==> src/rtl/pong_msg_receiver.sv <==
// Pong link receiver: 8N1 UART deserialiser, message framer/validator and hold-until-acked output register.
// Define MSG_CHECKSUM_EN to expect and verify a trailing XOR checksum byte on every frame.
module pong_msg_receiver #(
    parameter int CLKS_PER_BIT = 434,
    parameter int TIMEOUT_BITS = 40
) (
    input  logic       CLOCK_50,
    input  logic       reset,
    input  logic       UART_RXD,
    input  logic       message_acked,
    output logic       new_message_received,
    output logic       ball_message_rx,
    output logic       miss_message_rx,
    output logic       new_game_message_rx,
    output logic       new_game_ack_message_rx,
    output logic [8:0] ball_y_rx,
    output logic [3:0] velocity_x_rx,
    output logic [3:0] velocity_y_rx,
    output logic       sign_y_rx,
    output logic [4:0] my_score_rx,
    output logic [4:0] your_score_rx,
    output logic       you_should_serve_rx,
    output logic       you_serve_first_rx,
    output logic       frame_error,
    output logic       overrun
);

    localparam int CNT_W  = $clog2(CLKS_PER_BIT + 1);
    localparam int TO_CYC = TIMEOUT_BITS * CLKS_PER_BIT;
    localparam int TO_W   = $clog2(TO_CYC + 1);
    localparam logic [CNT_W-1:0] HALF_M1 = CNT_W'(CLKS_PER_BIT / 2 - 1);
    localparam logic [CNT_W-1:0] FULL_M1 = CNT_W'(CLKS_PER_BIT - 1);
    localparam logic [TO_W-1:0]  TO_M1   = TO_W'(TO_CYC - 1);

    // ---------------- input synchroniser ----------------
    logic rx_s1, rx_s2, rx_prev;

    always_ff @(posedge CLOCK_50 or posedge reset) begin
        if (reset) begin
            rx_s1   <= 1'b1;
            rx_s2   <= 1'b1;
            rx_prev <= 1'b1;
        end else begin
            rx_s1   <= UART_RXD;
            rx_s2   <= rx_s1;
            rx_prev <= rx_s2;
        end
    end

    // ---------------- byte receiver ----------------
    typedef enum logic [1:0] {RX_IDLE, RX_START, RX_DATA, RX_STOP} rx_state_t;
    rx_state_t        rx_state, rx_state_nxt;
    logic [CNT_W-1:0] bit_cnt;
    logic [2:0]       bit_idx;
    logic [7:0]       rx_byte;
    logic             bit_tick, byte_valid, stop_err;

    assign bit_tick = (rx_state == RX_START) ? (bit_cnt == HALF_M1) : (bit_cnt == FULL_M1);

    always_ff @(posedge CLOCK_50 or posedge reset) begin
        if (reset) begin
            rx_state <= RX_IDLE;
            bit_cnt  <= '0;
            bit_idx  <= '0;
        end else begin
            rx_state <= rx_state_nxt;
            if (rx_state == RX_IDLE || bit_tick)
                bit_cnt <= '0;
            else
                bit_cnt <= bit_cnt + CNT_W'(1);
            if (rx_state == RX_START)
                bit_idx <= '0;
            else if (rx_state == RX_DATA && bit_tick)
                bit_idx <= bit_idx + 3'd1;
        end
    end

    // Shift register carries data only, so it is left out of reset.
    always_ff @(posedge CLOCK_50) begin
        if (rx_state == RX_DATA && bit_tick)
            rx_byte <= {rx_s2, rx_byte[7:1]};
    end

    always_comb begin
        rx_state_nxt = rx_state;
        case (rx_state)
            RX_IDLE:  if (rx_prev && !rx_s2) rx_state_nxt = RX_START;
            RX_START: if (bit_tick) rx_state_nxt = rx_s2 ? RX_IDLE : RX_DATA;
            RX_DATA:  if (bit_tick && bit_idx == 3'd7) rx_state_nxt = RX_STOP;
            RX_STOP:  if (bit_tick) rx_state_nxt = RX_IDLE;
            default:  rx_state_nxt = RX_IDLE;
        endcase
    end

    always_comb begin
        byte_valid = 1'b0;
        stop_err   = 1'b0;
        if (rx_state == RX_STOP && bit_tick) begin
            byte_valid = rx_s2;
            stop_err   = !rx_s2;
        end
    end

    // ---------------- frame parser ----------------
`ifdef MSG_CHECKSUM_EN
    typedef enum logic [1:0] {P_HUNT, P_PAYLOAD, P_CHECK} p_state_t;
`else
    typedef enum logic [1:0] {P_HUNT, P_PAYLOAD} p_state_t;
`endif
    p_state_t        p_state, p_state_nxt;
    logic [2:0]      msg_type, type_nxt;
    logic [1:0]      plen, pidx, plen_in;
    logic [TO_W-1:0] to_cnt;
    logic [7:0]      pb0, pb1, b1_n, b2_n;
    logic [1:0]      pb2, b3_n;
    logic            hdr_ok, last_payload, store, timeout_hit, commit, frame_err_evt;
`ifdef MSG_CHECKSUM_EN
    logic [7:0]      xor_acc;
    logic            cs_err;
`endif

    // Header low bits 1..4 map to payload lengths 3..0.
    assign plen_in      = 2'(3'd4 - rx_byte[2:0]);
    assign hdr_ok       = (rx_byte[7:3] == 5'b10100) && (rx_byte[2:0] >= 3'd1) && (rx_byte[2:0] <= 3'd4);
    assign last_payload = (pidx == plen - 2'd1);

    always_ff @(posedge CLOCK_50 or posedge reset) begin
        if (reset) begin
            p_state  <= P_HUNT;
            msg_type <= '0;
            plen     <= '0;
            pidx     <= '0;
            to_cnt   <= '0;
        end else begin
            p_state <= p_state_nxt;
            if (p_state == P_HUNT || byte_valid)
                to_cnt <= '0;
            else
                to_cnt <= to_cnt + TO_W'(1);
            if (byte_valid && p_state == P_HUNT && hdr_ok) begin
                msg_type <= rx_byte[2:0];
                plen     <= plen_in;
                pidx     <= '0;
            end else if (store) begin
                pidx <= pidx + 2'd1;
            end
        end
    end

    always_ff @(posedge CLOCK_50) begin
        if (store) begin
            pb0 <= b1_n;
            pb1 <= b2_n;
            pb2 <= b3_n;
        end
`ifdef MSG_CHECKSUM_EN
        if (byte_valid && p_state == P_HUNT)
            xor_acc <= rx_byte;
        else if (store)
            xor_acc <= xor_acc ^ rx_byte;
`endif
    end

    always_comb begin
        p_state_nxt = p_state;
        if (stop_err || timeout_hit) begin
            p_state_nxt = P_HUNT;
        end else if (byte_valid) begin
            case (p_state)
`ifdef MSG_CHECKSUM_EN
                P_HUNT:    if (hdr_ok) p_state_nxt = (plen_in == 2'd0) ? P_CHECK : P_PAYLOAD;
                P_PAYLOAD: if (last_payload) p_state_nxt = P_CHECK;
                P_CHECK:   p_state_nxt = P_HUNT;
`else
                P_HUNT:    if (hdr_ok && plen_in != 2'd0) p_state_nxt = P_PAYLOAD;
                P_PAYLOAD: if (last_payload) p_state_nxt = P_HUNT;
`endif
                default:   p_state_nxt = P_HUNT;
            endcase
        end
    end

    // Shadow buffer view including the byte arriving this cycle, so a frame can commit on its last payload byte.
    always_comb begin
        store       = byte_valid && (p_state == P_PAYLOAD);
        timeout_hit = (p_state != P_HUNT) && !byte_valid && (to_cnt == TO_M1);
        b1_n        = (store && pidx == 2'd0) ? rx_byte : pb0;
        b2_n        = (store && pidx == 2'd1) ? rx_byte : pb1;
        b3_n        = (store && pidx == 2'd2) ? rx_byte[1:0] : pb2;
        type_nxt    = (p_state == P_HUNT) ? rx_byte[2:0] : msg_type;
`ifdef MSG_CHECKSUM_EN
        commit        = byte_valid && (p_state == P_CHECK) && (rx_byte == xor_acc);
        cs_err        = byte_valid && (p_state == P_CHECK) && (rx_byte != xor_acc);
        frame_err_evt = stop_err || timeout_hit || cs_err;
`else
        commit        = byte_valid && ((p_state == P_HUNT && rx_byte == 8'hA4) ||
                                       (p_state == P_PAYLOAD && last_payload));
        frame_err_evt = stop_err || timeout_hit;
`endif
    end

    // ---------------- hold register / handshake ----------------
    logic ack_eff;
    assign ack_eff = message_acked && new_message_received;

    always_ff @(posedge CLOCK_50 or posedge reset) begin
        if (reset) begin
            new_message_received    <= 1'b0;
            ball_message_rx         <= 1'b0;
            miss_message_rx         <= 1'b0;
            new_game_message_rx     <= 1'b0;
            new_game_ack_message_rx <= 1'b0;
            ball_y_rx               <= '0;
            velocity_x_rx           <= '0;
            velocity_y_rx           <= '0;
            sign_y_rx               <= 1'b0;
            my_score_rx             <= '0;
            your_score_rx           <= '0;
            you_should_serve_rx     <= 1'b0;
            you_serve_first_rx      <= 1'b0;
            frame_error             <= 1'b0;
            overrun                 <= 1'b0;
        end else begin
            frame_error <= frame_err_evt;
            overrun     <= commit && new_message_received && !ack_eff;
            if (commit && (!new_message_received || ack_eff)) begin
                new_message_received    <= 1'b1;
                ball_message_rx         <= (type_nxt == 3'd1);
                miss_message_rx         <= (type_nxt == 3'd2);
                new_game_message_rx     <= (type_nxt == 3'd3);
                new_game_ack_message_rx <= (type_nxt == 3'd4);
                case (type_nxt)
                    3'd1: begin
                        ball_y_rx     <= {b3_n[0], b1_n};
                        velocity_x_rx <= b2_n[7:4];
                        velocity_y_rx <= b2_n[3:0];
                        sign_y_rx     <= b3_n[1];
                    end
                    3'd2: begin
                        // Sender's view is mirrored: its "my" score is our "your" score.
                        my_score_rx         <= b2_n[4:0];
                        your_score_rx       <= b1_n[4:0];
                        you_should_serve_rx <= b2_n[5];
                    end
                    3'd3: you_serve_first_rx <= b1_n[0];
                    default: ;
                endcase
            end else if (ack_eff) begin
                new_message_received    <= 1'b0;
                ball_message_rx         <= 1'b0;
                miss_message_rx         <= 1'b0;
                new_game_message_rx     <= 1'b0;
                new_game_ack_message_rx <= 1'b0;
            end
        end
    end

endmodule

==> config.mk <==
export PLATFORM = sky130hd
export DESIGN_NAME = pong_msg_receiver
export DESIGN_NICKNAME = d
export VERILOG_FILES = /design/src/rtl/pong_msg_receiver.sv
export SDC_FILE = /design/constraint.sdc
export NUM_CORES = 1
export LEC_CHECK = 0
export ABC_CLOCK_PERIOD_IN_PS = 7200
export CAP_MARGIN = 10
export CORE_MARGIN = 4
export CORE_UTILIZATION = 55
export DETAILED_ROUTE_END_ITERATION = 12
export DONT_BUFFER_PORTS = 1
export PLACE_DENSITY = 0.7
export SLEW_MARGIN = 20
export SYNTH_ARGS = -nofsm -noshare
export SYNTH_HDL_FRONTEND = slang
export SYNTH_SLANG_ARGS = --single-unit
==> constraint.sdc <==
create_clock -name CLOCK_50 -period 7.2 [get_ports CLOCK_50]
set_clock_uncertainty 0.2 [all_clocks]
set_input_delay 0.36 -clock CLOCK_50 [delete_from_list [all_inputs] [get_ports CLOCK_50]]
set_output_delay 0.36 -clock CLOCK_50 [all_outputs]
set_load 0.05 [all_outputs]
==> results of run 1 <==
## Yosys cell counts, drive strengths merged (4+ instances only)
| library cell | instances |
|---|---|
| o21ai | 4 |
| buf | 7 |
| xor2 | 10 |
| and2 | 4 |
| ha | 9 |
| mux2 | 50 |
| nand2 | 13 |
| inv | 20 |
| nand4 | 6 |
| edfxtp | 26 |
| nand3 | 15 |
| o2bb2ai | 4 |
| nor4 | 4 |
| a21oi | 5 |
| mux2i | 8 |
| xnor2 | 11 |
| dfrtp | 73 |
| and3 | 5 |
| nor2 | 33 |
## area by class of cell
cell class,instances,area share [%]
clock inverter,7,1.855
clock buffer,9,2.515
timing repair buffer,4,0.7114
tap,105,2.668
multi-input combinational,218,36.18
sequential,102,54.55
inverter,20,1.524
## repair_timing
action / 4_1_cts / 5_1_grt
hold buffers: 2 / 0
endpoints found under the hold margin: 38 / 0
gates resized for setup: 0 / 0
## kinds of logic after synthesis
group	share of synthesized area, %
AO/OA/AOI/OAI	5.971
multiplexers	14.75
adder cells (fa/ha/maj)	2.454
flip-flops	58.53
AND/OR/NAND/NOR	11.26
XOR/XNOR	4.007
buffers and inverters	3.026
## path summary, 6_finish.rpt
kind	from	slack, ns	cells past startpoint	end
worst max-delay path	register	4.17	5	your_score_rx[1]$_DFFE_PP0P_
worst min-delay path	message_acked	0.03	2	overrun$_DFF_PP0_
worst max register to register	register	4.17	5	your_score_rx[1]$_DFFE_PP0P_
worst min register to register	rx_s1$_DFF_PP1_	0.16	0	rx_s2$_DFF_PP1_
max in group asynchronous	reset	5.65	3	bit_cnt[6]$_DFF_PP0_
min in group asynchronous	reset	0.54	3	to_cnt[4]$_DFF_PP0_
## power breakdown
part	total (W)	switching, W	internal (W)
registers	0.000638	0.0000273	0.000611
clock network	0.000373	0.000205	0.000168
logic	0.0000571	0.0000304	0.0000268
total	0.00107	0.000263	0.000806
## routing by layer
layer | wire length, um | GRT usage, % | vias up
li1 | - | - | 1254
met1 | 3747 | 24.29 | 1331
met2 | 3525 | 24.85 | 48
met3 | 365 | 5.470 | 7
met4 | 87 | 4.412 | 0
met5 | 0 | 0 | -
## state kept, by name, indices dropped and copies added, names as in the netlist, 2 cells and up, named ones only
register	flops
ball_y_rx	9
bit_cnt	9
bit_idx	3
msg_type	3
my_score_rx	5
pb0	8
pb1	8
pb2	2
pidx	2
rx_byte	8
to_cnt	15
velocity_x_rx	4
velocity_y_rx	4
your_score_rx	5
## stage by stage
| step | hold slack, ns | instance area, um2 | total power, W | worst slack (ns) |
|---|---|---|---|---|
| finish | 0.03208 | 4925 | 0.001069 | 4.174 |
| global route | 0.03060 | 4925 | 0.001116 | 4.022 |
| CTS | 0.01194 | 4916 | 0.001085 | 4.150 |
| detailed placement | 0.1484 | 4681 | 0.0007074 | 4.184 |
| global placement | 0.1478 | 4681 | 0.0007044 | 4.228 |
| floorplan | 0.1452 | 4589 | 0.0006918 | 4.685 |
## worst max-delay path: cells and delay by family, from the launching register on
family             cells  cell delay [ns]
muxes                  1             0.47
AOI/OAI and AO/OA      1             0.39
and+or+nand+nor        3             1.35
DFF                    1             0.49
==> impl_metrics.ini, run 1 <==
[setup_path]
worstPathRequired_ns = 7.25
path_cells = nand2b_4 > or4_1 > a211oi_4 > nand4_2 > mux2_4
cp-start-kind = register
crit_slowest_cell = or4_1
crit_fanout = 12
crit_path_end_kind = register
path_class = reg -> reg
max_stage_delay_ns = 0.63
arrival_ns = 3.08

[logic_synthesis]
syn_inst = 350
synth-seq-cells = 102
yosysWarnings = 0
synth_cell_types = 52
postSynth.asyncResetShare_pct = 74.51
synth_edf_count = 26
synthTopCellsByArea = dfrtp_1 (40%), edfxtp_1 (17%), mux2_2 (10%)
yosys_most_used_dff = dfrtp_1
synth_area_um2 = 4589
yosysSeqAreaShare_pct = 58.53
yosys.area.top_type_share_pct = 39.80
syn_area_per_cell_um2 = 13.11
synth_nets = 363
synth_top_area_cell = dfrtp_1

[sta]
fmax_mhz = 330.5
maxSlewViolCount = 0
grt_setup_unrepaired = no
tns_ns = 0
period_share_pct = 42.02
hold_violations = 0
relSlewSlack_pct = 38.02
tightest_slew_ns = 0.9297
finalSetupViolCount = 0
min_period_ns = 3.026

[cells_and_area]
syn_to_final_growth_pct = 7.306
fin_util_pct = 60.24
antenna_cells = 0
layout_common_cells = dfrtp_1 (73), mux2_2 (41), nor2_1 (32)
seq_area_um2 = 2686
layout-drive-gt1-share_pct = 23.33
multiInputGateArea_um2 = 1782
fillCellCount = 644
layout_commonest_cell = dfrtp_1
fin_cells = 465
final_nets = 368

[routing]
drc = 0
drtAntennaViolNets = 0
wl_per_cell_um = 16.61
first_pass_iters = 4
vias = 2640
drt_iter0_markers = 75
routed_via_density = 5.677
wl_um = 7725

[place]
io_buffer_count = 0
gp_congestion = 0.8659
dp_hpwl_um = 5297
dp.cells = 447

[floorplan]
die-area_um2 = 9869
fp-row-count = 33
die_y_um = 99.35
die_w_um = 99.35
core_um2 = 8175
start_util_pct = 56.14
pin_count = 41

[grt]
grt_pass1_vias = 2604
antenna_found_initial = 0
grt_pass1_wl_um = 13170
grt-ovfl-total = 0
grt.total_usage_pct = 16.86
grt_max_degree = 77

[flow_run]
drv_cap = 0

[clocking]
cts.sinks = 102
clock_latency_ns = 0.36
h-tree-depth = 3
clk_pin_slew_ns = 0.11
root_buffer = clkbuf_8
cts_buffers = 9
clockBufferDepth = 2
post_cts_buffers = 0
cts_tree = yes

[outcome]
status = finished clean

[worst_hold_path]
hold_path_class = in -> reg

[pwr]
power_density_nw_per_um2 = 217.0
p_leak_nw = 2.010
peakVddDrop_mv = 0.1570
(Power assumes the default switching activity.)
==> inputs of run 2 (changes only) <==
--- a/config.mk
+++ b/config.mk
@@ -5,13 +5,13 @@
 export SDC_FILE = /design/constraint.sdc
 export NUM_CORES = 1
 export LEC_CHECK = 0
-export ABC_CLOCK_PERIOD_IN_PS = 7200
+export ABC_CLOCK_PERIOD_IN_PS = 2630
 export CAP_MARGIN = 10
 export CORE_MARGIN = 4
 export CORE_UTILIZATION = 55
 export DETAILED_ROUTE_END_ITERATION = 12
 export DONT_BUFFER_PORTS = 1
-export PLACE_DENSITY = 0.7
+export PLACE_DENSITY = 0.73
 export SLEW_MARGIN = 20
 export SYNTH_ARGS = -nofsm -noshare
 export SYNTH_HDL_FRONTEND = slang
==> constraint.sdc (replaced) <==
create_clock -name CLOCK_50 -period 2.63 [get_ports CLOCK_50]
set_clock_uncertainty 0.2 [all_clocks]
set_input_delay 0.1315 -clock CLOCK_50 [delete_from_list [all_inputs] [get_ports CLOCK_50]]
set_output_delay 0.1315 -clock CLOCK_50 [all_outputs]
set_load 0.05 [all_outputs]
==> impl_metrics.ini, run 2 (synthesized netlist as in run 1, its figures left out) <==
[outcome]
status = finished clean

[setup_path]
max_stage_delay_ns = 0.58
arrival_ns = 2.52
worstSetupPathDepth = 6
path_class = reg -> reg
crit_fanout = 12
crit_family = simple AND/OR/NAND/NOR gates
worstPathRequired_ns = 2.71
cp-start-kind = register
r2r_slack_ns = 0.19
crit_buf_inv = 1
crit_slowest_cell = or4_1
r2r-start = bit_cnt[5]$_DFF_PP0_
crit_path_end_kind = register
path_cells = nand3b_1 > or4_1 > a211oi_4 > nand4_2 > buf_4 > mux2_4
reg2reg_depth = 6
reg2reg_to = my_score_rx[3]$_DFFE_PP0P_
cp-startpoint = bit_cnt[5]$_DFF_PP0_

[sta]
tightest_slew_ns = 0.6265
grt_setup_unrepaired = no
fmax_mhz = 410.2
relSlewSlack_pct = 57.96
finalSetupViolCount = 0
maxSlewViolCount = 0
period_share_pct = 92.69
min_period_ns = 2.438
hold_violations = 0
tns_ns = 0

[grt]
grt_pass1_wl_um = 13830
antenna_found_initial = 0
grt-ovfl-total = 0
grt_max_degree = 77
grt.total_usage_pct = 17.64
grt_pass1_vias = 2777

[pwr]
power_density_nw_per_um2 = 568.2
peakVddDrop_mv = 0.3379
p_leak_nw = 2.110

[clocking]
h-tree-depth = 3
post_cts_buffers = 0
cts_tree = yes
clock_latency_ns = 0.38
cts_buffers = 9
clockBufferDepth = 2
clk_pin_slew_ns = 0.11
cts.sinks = 102
root_buffer = clkbuf_8

[cells_and_area]
largest_register_ffs = 15
fin_cells = 484
fillCellCount = 627
seq_area_um2 = 2686
final_nets = 387
multiInputGateArea_um2 = 1773
layout_common_cells = dfrtp_1 (73), mux2_2 (41), nor2_1 (32)
layout-drive-gt1-share_pct = 26.39
antenna_cells = 0
top_regs = to_cnt: 15 flops, ball_y_rx: 9 flops, bit_cnt: 9 flops
regMostFlops = to_cnt
layout_commonest_cell = dfrtp_1
syn_to_final_growth_pct = 10.69

[routing]
first_pass_iters = 6
drc = 0
wl_um = 8124
wl_per_cell_um = 16.79
routed_via_density = 5.597
vias = 2709
drtAntennaViolNets = 0
drt_iter0_markers = 107

[place]
io_buffer_count = 0
dp.cells = 465
gp_congestion = 0.8233
dp_hpwl_um = 5664

[floorplan]
pin_count = 41
fp-row-count = 33
die_w_um = 99.35
core_um2 = 8175
start_util_pct = 56.14
die_y_um = 99.35
die-area_um2 = 9869

[worst_hold_path]
hold_path_class = in -> async

[flow_run]
drv_cap = 0
## run 2: how the worst max path moves through the flow
stage,slack [ns],to
finish,0.19,my_score_rx[3]$_DFFE_PP0P_
global route,0.1,your_score_rx[0]$_DFFE_PP0P_
CTS,0.20,your_score_rx[2]$_DFFE_PP0P_
detailed placement,0.23,your_score_rx[2]$_DFFE_PP0P_
global placement,0.27,my_score_rx[0]$_DFFE_PP0P_
floorplan,0.11,rx_byte[0]$_DFFE_PP_
## run 2: cell type report
type | instances | area share, %
tap | 105 | 2.586
clock buffer | 9 | 2.438
clock inverter | 7 | 1.429
sequential | 102 | 52.88
multi-input combinational | 218 | 34.90
timing repair buffer | 23 | 4.286
inverter | 20 | 1.478
## run 2: worst min-delay path: stages
cell           delay, ns
dlygate4sd3_1       0.55
inv_2               0.07
buf_12              0.34
## run 2: timing repair
| item | CTS | global route |
|---|---|---|
| hold endpoints to repair | 83 | 0 |
| hold buffers | 3 | 0 |
| gates resized for setup | 0 | 0 |
## run 2: layer usage
layer	GRT usage (%)	up-vias	share of wire (%)
met5	0	-	0
met4	5.042	0	1.4
met3	4.558	10	4.4
met2	25.67	48	46
met1	26.36	1360	48
li1	-	1291	-
## run 2: power by group
group | switching [W] | total [W] | internal (W)
combinational | 0.0000936 | 0.000177 | 0.0000833
clock | 0.000598 | 0.000973 | 0.000375
sequential | 0.0000632 | 0.00174 | 0.00167
## run 2: through the flow
step	area [um2]	setup slack [ns]	hold slack (ns)	total power [W]	util, %
after floorplan	4589	0.1146	-0.06402	0.001894	-
after global placement	4853	0.2652	-0.06394	0.001936	59.37
after detailed placement	4853	0.2263	-0.06394	0.001943	59.37
after CTS	5080	0.1950	0.07019	0.002922	62.14
after global routing	5080	0.09670	0.08208	0.003022	62.14
final	5080	0.1924	0.09393	0.002887	62.14
